`src/rtl/hazard_ctrl_pkg.sv`:
```
// hazard_ctrl_pkg
// Shared encodings for the pipeline hazard controller: IF/ID and ID/EX
// control encodings, the multiply/divide timer state codes, the bundled
// control-output struct with its four canned values, and small helpers
// used by the hazard equations and the timer counter sizing.
package hazard_ctrl_pkg;

  localparam logic PC_WRITE_ON     = 1'b1;
  localparam logic PC_WRITE_OFF    = 1'b0;
  localparam logic IF_ID_WRITE_ON  = 1'b1;
  localparam logic IF_ID_WRITE_OFF = 1'b0;
  localparam logic IF_ID_FLUSH_ON  = 1'b1;
  localparam logic IF_ID_FLUSH_OFF = 1'b0;
  localparam logic ID_EX_FLUSH_ON  = 1'b1;
  localparam logic ID_EX_FLUSH_OFF = 1'b0;

  // Multiply/divide timer state codes
  typedef enum logic [0:0] {
    RUN  = 1'b0,
    BUSY = 1'b1
  } md_state_t;

  // Pipeline control outputs, kept together so each case is one assignment
  typedef struct packed {
    logic pc_write;
    logic if_id_write;
    logic if_id_flush;
    logic id_ex_flush;
  } ctrl_t;

  localparam ctrl_t CTRL_RESET    = '{PC_WRITE_OFF, IF_ID_WRITE_OFF, IF_ID_FLUSH_ON,  ID_EX_FLUSH_ON};
  localparam ctrl_t CTRL_STALL    = '{PC_WRITE_OFF, IF_ID_WRITE_OFF, IF_ID_FLUSH_OFF, ID_EX_FLUSH_ON};
  localparam ctrl_t CTRL_REDIRECT = '{PC_WRITE_ON,  IF_ID_WRITE_ON,  IF_ID_FLUSH_ON,  ID_EX_FLUSH_OFF};
  localparam ctrl_t CTRL_NORMAL   = '{PC_WRITE_ON,  IF_ID_WRITE_ON,  IF_ID_FLUSH_OFF, ID_EX_FLUSH_OFF};

  // True when a source operand that is actually read matches a load destination
  function automatic logic src_match(input logic uses, input logic [4:0] src,
                                     input logic [4:0] dst);
    return uses && (src == dst);
  endfunction

  // Counter width for the timer; one busy cycle still needs a 1-bit register
  function automatic int timer_bits(input int cycles);
    return (cycles > 1) ? $clog2(cycles) : 1;
  endfunction

endpackage

```
`src/rtl/hazard_ctrl_muldiv_timer.sv`:
```
// muldiv_timer
// Tracks the multi-cycle multiply/divide unit. A start in RUN enters BUSY
// for exactly MULDIV_CYCLES cycles, then returns to RUN.
// Ports:
//   clk    in  clock, rising edge
//   reset  in  asynchronous, active-high
//   start  in  a mult/div leaves ID this cycle (already qualified by !stall)
//   busy   out registered, high while the unit is BUSY
module muldiv_timer
  import hazard_ctrl_pkg::*;
#(
  parameter int MULDIV_CYCLES = 32
) (
  input  logic clk,
  input  logic reset,
  input  logic start,
  output logic busy
);

  localparam int             CB       = timer_bits(MULDIV_CYCLES);
  localparam logic [CB-1:0]  CNT_LOAD = CB'(MULDIV_CYCLES - 1);
  localparam logic [CB-1:0]  CNT_ZERO = CB'(0);
  localparam logic [CB-1:0]  CNT_ONE  = CB'(1);

  md_state_t       state;
  logic [CB-1:0]   cnt;

  // Timer FSM: cnt holds the remaining BUSY cycles after the current one
  always_ff @(posedge clk or posedge reset) begin
    if (reset) begin
      state <= RUN;
      cnt   <= CNT_ZERO;
      busy  <= 1'b0;
    end else begin
      case (state)
        RUN: begin
          if (start) begin
            state <= BUSY;
            cnt   <= CNT_LOAD;
            busy  <= 1'b1;
          end else begin
            state <= RUN;
            cnt   <= CNT_ZERO;
            busy  <= 1'b0;
          end
        end
        BUSY: begin
          if (cnt == CNT_ZERO) begin
            // A queued mult/div is stalled this cycle, so it issues from RUN
            state <= RUN;
            cnt   <= CNT_ZERO;
            busy  <= 1'b0;
          end else begin
            state <= BUSY;
            cnt   <= cnt - CNT_ONE;
            busy  <= 1'b1;
          end
        end
        default: begin
          state <= RUN;
          cnt   <= CNT_ZERO;
          busy  <= 1'b0;
        end
      endcase
    end
  end

endmodule

```
`src/rtl/hazard_ctrl.sv`:
```
// hazard_ctrl
// Pipeline hazard controller for the 5-stage MIPS core. Detects load-use
// hazards and HI/LO hazards against the multiply/divide unit (stall), and
// taken branches / jumps resolved in ID (redirect). Keeps a saturating
// count of stall cycles.
// Ports:
//   clk, reset                 clock and asynchronous active-high reset
//   id_rs, id_rt               source fields of the IF/ID instruction
//   id_uses_rs, id_uses_rt     which sources the IF/ID instruction reads
//   ex_mem_read, ex_rt         load in ID/EX and its destination
//   id_branch_taken, id_jump   control-flow redirect resolved in ID
//   id_muldiv_start            mult/multu/div/divu in ID
//   id_mfhilo                  mfhi/mflo in ID
//   pc_write, if_id_write      pipeline enables (combinational)
//   if_id_flush, id_ex_flush   IF/ID zeroing and ID/EX bubble (combinational)
//   muldiv_busy                multiply/divide in progress (registered)
//   stall_count                saturating stall-cycle counter (registered)
module hazard_ctrl
  import hazard_ctrl_pkg::*;
#(
  parameter int MULDIV_CYCLES = 32,
  parameter int CNT_W         = 16
) (
  input  logic             clk,
  input  logic             reset,
  input  logic [4:0]       id_rs,
  input  logic [4:0]       id_rt,
  input  logic             id_uses_rs,
  input  logic             id_uses_rt,
  input  logic             ex_mem_read,
  input  logic [4:0]       ex_rt,
  input  logic             id_branch_taken,
  input  logic             id_jump,
  input  logic             id_muldiv_start,
  input  logic             id_mfhilo,
  output logic             pc_write,
  output logic             if_id_write,
  output logic             if_id_flush,
  output logic             id_ex_flush,
  output logic             muldiv_busy,
  output logic [CNT_W-1:0] stall_count
);

  localparam logic [CNT_W-1:0] CNT_MAX = {CNT_W{1'b1}};
  localparam logic [CNT_W-1:0] CNT_ONE = CNT_W'(1);

  logic  load_use;
  logic  hilo_hazard;
  logic  stall;
  logic  redirect;
  logic  md_start;
  ctrl_t ctrl;

  // Register 0 never carries a real dependency, so a load to $0 is ignored
  assign load_use = ex_mem_read && (ex_rt != 5'd0) &&
                    (src_match(id_uses_rs, id_rs, ex_rt) ||
                     src_match(id_uses_rt, id_rt, ex_rt));

  // Both HI/LO readers and a second mult/div must wait for the running op
  assign hilo_hazard = muldiv_busy && (id_mfhilo || id_muldiv_start);
  assign stall       = load_use || hilo_hazard;

  // A stalled branch redirects only once the stall clears
  assign redirect    = (id_branch_taken || id_jump) && !stall;
  assign md_start    = id_muldiv_start && !stall;

  muldiv_timer #(
    .MULDIV_CYCLES (MULDIV_CYCLES)
  ) u_timer (
    .clk   (clk),
    .reset (reset),
    .start (md_start),
    .busy  (muldiv_busy)
  );

  // Output selection by priority: reset, stall, redirect, normal
  always_comb begin
    ctrl = CTRL_NORMAL;
    if (reset) begin
      ctrl = CTRL_RESET;
    end else if (stall) begin
      ctrl = CTRL_STALL;
    end else if (redirect) begin
      ctrl = CTRL_REDIRECT;
    end else begin
      ctrl = CTRL_NORMAL;
    end
  end

  assign pc_write    = ctrl.pc_write;
  assign if_id_write = ctrl.if_id_write;
  assign if_id_flush = ctrl.if_id_flush;
  assign id_ex_flush = ctrl.id_ex_flush;

  // Saturating stall-cycle counter; holds at all-ones instead of wrapping
  always_ff @(posedge clk or posedge reset) begin
    if (reset) begin
      stall_count <= {CNT_W{1'b0}};
    end else if (stall && (stall_count != CNT_MAX)) begin
      stall_count <= stall_count + CNT_ONE;
    end else begin
      stall_count <= stall_count;
    end
  end

endmodule
```
`config.mk`:
```
export PLATFORM = sky130hd
export DESIGN_NAME = hazard_ctrl
export DESIGN_NICKNAME = d
export VERILOG_FILES = /design/src/rtl/hazard_ctrl_pkg.sv /design/src/rtl/hazard_ctrl_muldiv_timer.sv /design/src/rtl/hazard_ctrl.sv
export SDC_FILE = /design/constraint.sdc
export NUM_CORES = 1
export LEC_CHECK = 0
export ABC_AREA = 1
export BUFFER_PORTS_ARGS = -buffer_cell sky130_fd_sc_hd__buf_2
export CORE_UTILIZATION = 46
export DETAILED_ROUTE_END_ITERATION = 6
export GPL_ROUTABILITY_DRIVEN = 0
export PLACE_DENSITY_LB_ADDON = 0.15
export SLEW_MARGIN = 0
export SYNTH_ARGS = -nofsm -noshare
export SYNTH_HDL_FRONTEND = slang
export SYNTH_SLANG_ARGS = --single-unit
export TNS_END_PERCENT = 5
```
`constraint.sdc`:
```
create_clock -name clk -period 1.6 [get_ports clk]
set_clock_uncertainty 0.05 [all_clocks]
set_input_delay 0 -clock clk [delete_from_list [all_inputs] [get_ports clk]]
set_output_delay 0 -clock clk [all_outputs]
set_load 0.05 [all_outputs]
```
Word level (Yosys, flattened, before mapping)
Index checks and enable logic that the tools add are counted.

Word-level logic and storage cells: 33. Register bits: 22. Output and inout port bits: 21. Input port bits: 24.

Add/sub/neg operators: 2. Bitwise logic cells: 1. Multiplexer cells: 9. Reductions and logical operators: 15. Equality and inequality tests: 3.

Operators with widths (number): $add 16x1->16 const B (1); $ne 16x16->1 const B (1); $eq 5x5->1 (2); $mux 5 (2); $pmux 5 s2 (1); $logic_and 1x1->1 (8); $mux 4 (2); $logic_not 5->1 (1); $reduce_bool 5->1 (1); $sub 5x1->5 const B (1); $logic_or 1x1->1 (4); $mux 1 (2); $mux 2 (1); $pmux 1 s2 (1); $logic_not 1->1 (1); $not 1->1 (1).

Longest topological paths before layout
Word-level depth: 10. Gate-level depth with buffers: 12. Mapped depth without buffers: 11.

Cells and area by module
From an unflattened synthesis, not the netlist that was laid out.

Cells, all modules: 240. Area, all modules: 1587.8 um^2.

By module, submodules not included: hazard_ctrl (instances 1, sequential area each 400.4 um^2, area each 1298.7 um^2, cells an instance 205); muldiv_timer (instances 1, sequential area each 150.1 um^2, area each 289.0 um^2, cells an instance 35).

Worst setup path before layout
Ideal clock, no wire load.

Path type: reg-to-output. Start: register u_timer.busy. End: output port id_ex_flush. Slack: -0.594 ns. Stages on the path, launching flop included: 6. Data required time: 1.550 ns. Arrival: 2.144 ns. Path buffers: 1. Cell sequence: dfrtp_1 > o21ai_0 > nand2_2 > buf_6 > nor2_1 > inv_1.

Longest elaborated chain between the ends: 4.

Ends and longest elaborated chain: from (decl) (line hazard_ctrl_muldiv_timer.sv:17) `output logic busy`; from (signal assigned) (line hazard_ctrl_muldiv_timer.sv:33) `busy <= 1'b0;`; from (signal assigned) (line hazard_ctrl_muldiv_timer.sv:40) `busy <= 1'b1;`; from (signal assigned) (line hazard_ctrl_muldiv_timer.sv:44) `busy <= 1'b0;`; $logic_and 1x1->1 (line hazard_ctrl.sv:60) `assign hilo_hazard = muldiv_busy && (id_mfhilo || id_muldiv_start);`; $logic_or 1x1->1 (line hazard_ctrl.sv:61) `assign stall = load_use || hilo_hazard;`; $mux 4 (line hazard_ctrl.sv:81) `end else if (stall) begin`; $mux 4 (line hazard_ctrl.sv:79) `if (reset) begin`; to (decl) (line hazard_ctrl.sv:39) `output logic id_ex_flush,`.

Every way passes these cells.

Worst setup path after layout
Start: register stall_count[0]. End: register stall_count[11].

Longest elaborated chain between the ends: 2. Elaborated cells on any way between the ends: 3. Those cells by class: 1 x add/sub; 1 x eq/ne; 1 x reduce/logical.

Ends and longest elaborated chain: from (decl) (line hazard_ctrl.sv:41) `output logic [CNT_W-1:0] stall_count`; from (signal assigned) (line hazard_ctrl.sv:98) `stall_count <= {CNT_W{1'b0}};`; from (signal assigned) (line hazard_ctrl.sv:100) `stall_count <= stall_count + CNT_ONE;`; from (signal assigned) (line hazard_ctrl.sv:102) `stall_count <= stall_count;`; parallel branches: the longest is 2 deep, another holds $add 16x1->16.

Several ways; the timed one is not identified. A chain may end at the register's enable or synchronous reset.

==> metrics <==
Hold Startpoint=id_mfhilo; WL final=3540 µm; met3 WL post-DR=129 µm; CTS clk-pin slew, worst paths=0.13 ns; routed vias/inst=4.65; Post-route DRC=0; Post-Place Worst Slack=0.0332 ns; routed len/inst=10.5 µm; uppermost routed layer=met4; Routed Antenna Nets=0; Die H=59.4 µm; RSZ-0062 raised after global routing=true; Pwr Total=2.30 mW; CTS tree=done; RR Startpoint=stall_count[0]; final instance area=0.00202 mm²; DP Area=0.00190 mm²; first-pass GRT wire length=5940 µm; Required @ worst endpoint=1.75 ns; Die ar.=0.00353 mm²; GRT overflow=0; Core ar.=0.00310 mm²; number of port buffers=44; fmax=0.653 GHz; Period minus WS final=1.53 ns; Mapped Cells=227; synthesis-to-finish area growth=33.3%; htree depth=1; synthesized cell area=0.00152 mm²; largest net degree at the start of global routing=23; via count=1566; mean post-synth cell area=6.69 µm²; Finished Layout Cells=337; Syn Nets=253; wl on met1=1680 µm; CTS Buf Count=3; initial antenna violation count=0; Total GRT Usage=0.217; Final WS setup=0.0681 ns; clk_lat worst skew=0.31 ns; crit path launch=stall_count[0]; Die X=59.4 µm; Crit Path Max Fanout=4; relative slew slack=0.814; Detailed Place HPWL=2710 µm; outcome=finished clean; Crit. End Element=flop; share of layout cells above drive strength 1=0.297; worst slew pin tran=0.279 ns; Setup crit start kind=flop; crit path kind=flop to flop; Critical Path AT=1.68 ns; Inserted Diodes=0; drt initial violations=40; Synth Warn #=0; final setup vio count=0; met2 WL post-DR=1710 µm; Fillers=303; Clock Path Buffers=2; period utilization=0.957; post-layout net count=320; Initial Utilization=0.489; # rows=20; DRT Pass-1 Iters=4; vias in the first global route=1463; Ports=45; Static Leak=1.16 nW; post-synthesis sequential area ratio=0.363; Root Buffer=clkbuf_4; peak supply drop=600 µV; Final Max Slew Viols=0; post-route setup TNS=0 ns; Worst Hold Class=primary input to flop; placed cell count=327; synthesis-stage register bit count=22; final-report hold violation count=0; clk sinks=22; power per cell area=1130 mW/mm²; Max-cap violations=0; Netlist cell types=22
## where the power goes
part,switching [mW],total (mW),leakage (nW),internal [mW]
combinational,0.742,1.18,0.868,0.440
clock,0.164,0.261,0.0150,0.0970
sequential,0.148,0.852,0.274,0.704
## cell families after synthesis
kind of cell               count (synthesis)  share of synthesized area
AOI/OAI and AO/OA                          7                     0.0264
xor gates and xnor gates                  11                     0.0635
adders and majority gates                  2                     0.0165
and+or+nand+nor                          142                      0.401
buffers and inverters                     43                      0.129
DFF                                       22                      0.363
## registers in the layout, indices dropped and copies added (netlist names)
signal	count
stall_count	16
u_timer.busy	1
u_timer.cnt	5
## synthesized netlist by cell type
cell type,instances,area (µm²)
nor2_1,20,75.1
xor2_1,6,52.6
nand3_2,2,20.0
o21ai_0,3,15.0
inv_2,1,3.75
ha_1,2,25.0
o22ai_1,4,25.0
buf_4,1,7.51
nor2_4,1,11.3
nand3b_1,1,7.51
inv_1,36,135
dfrtp_1,22,551
nor2_2,1,6.26
buf_2,1,5.00
nand2_1,86,323
buf_6,4,45.0
nor3_1,4,20.0
nand2_2,2,12.5
nand4_2,1,12.5
nand4_1,1,6.26
nand3_1,23,115
xnor2_1,5,43.8
## stage by stage
stage	util	hold slack, ns
3_3_place_gp	0.612	0.0773
4_1_cts	0.628	0.175
3_5_place_dp	0.612	0.0782
6_report	0.652	0.0771
5_1_grt	0.652	0.121
2_1_floorplan	-	-0.0452
## cells in the final DEF, fill, tap and decap left out, drive strengths merged
cell type     n
nor2         22
o22ai         4
xor2          6
ha            2
inv          37
nand3        25
nand2        88
nor3          4
nand3b        1
nand4         2
dfrtp        22
buf          63
clkbuf        7
o21ai         3
xnor2         5
dlygate4sd3   2
## worst max-delay path, stage by stage (launching register included)
cell and delay [ns]:
dfrtp_2 0.43, buf_6 0.13, nand3_4 0.10, nor2_4 0.11
nand3b_1 0.12, inv_1 0.07, nand2_1 0.06, nor2_1 0.18
nand2_1 0.08, nand2_1 0.06, nand2_1 0.04
## per-layer routing
metal / global-route usage / vias to the layer above
met5: 0 / -
met4: 0.0544 / 0
met3: 0.0240 / 2
met2: 0.384 / 41
met1: 0.280 / 696
li1: - / 827
## area by class of cell
class | count | area [µm²] | share of cell area
inverters | 37 | 139 | 0.0686
well taps | 44 | 55.1 | 0.0272
multi-input cells | 162 | 831 | 0.411
clock buffers | 4 | 26.3 | 0.0130
repair buffers | 68 | 417 | 0.206
flip-flops and latches | 22 | 556 | 0.275
## path summary, 6_finish.rpt
check / endpoint / slack (ns) / cells past startpoint
max: stall_count[11] / 0.07 / 10
min: u_timer.cnt[0] / 0.08 / 4
max reg2reg: stall_count[11] / 0.07 / 10
min reg2reg: stall_count[15] / 0.46 / 2
max in group asynchronous: stall_count[9] / 0.97 / 4
min in group asynchronous: stall_count[13] / 0.29 / 4
## timing repair
action | in CTS | in global routing
endpoints found under the setup margin | 1 | 19
endpoints found under the hold margin | 26 | 0
buffers inserted | 0 | 4
hold buffers | 2 | 0
gates cloned | 0 | 0
gates resized for setup | 1 | 11
pin swaps | 0 | 3
(Power assumes the default switching activity.)
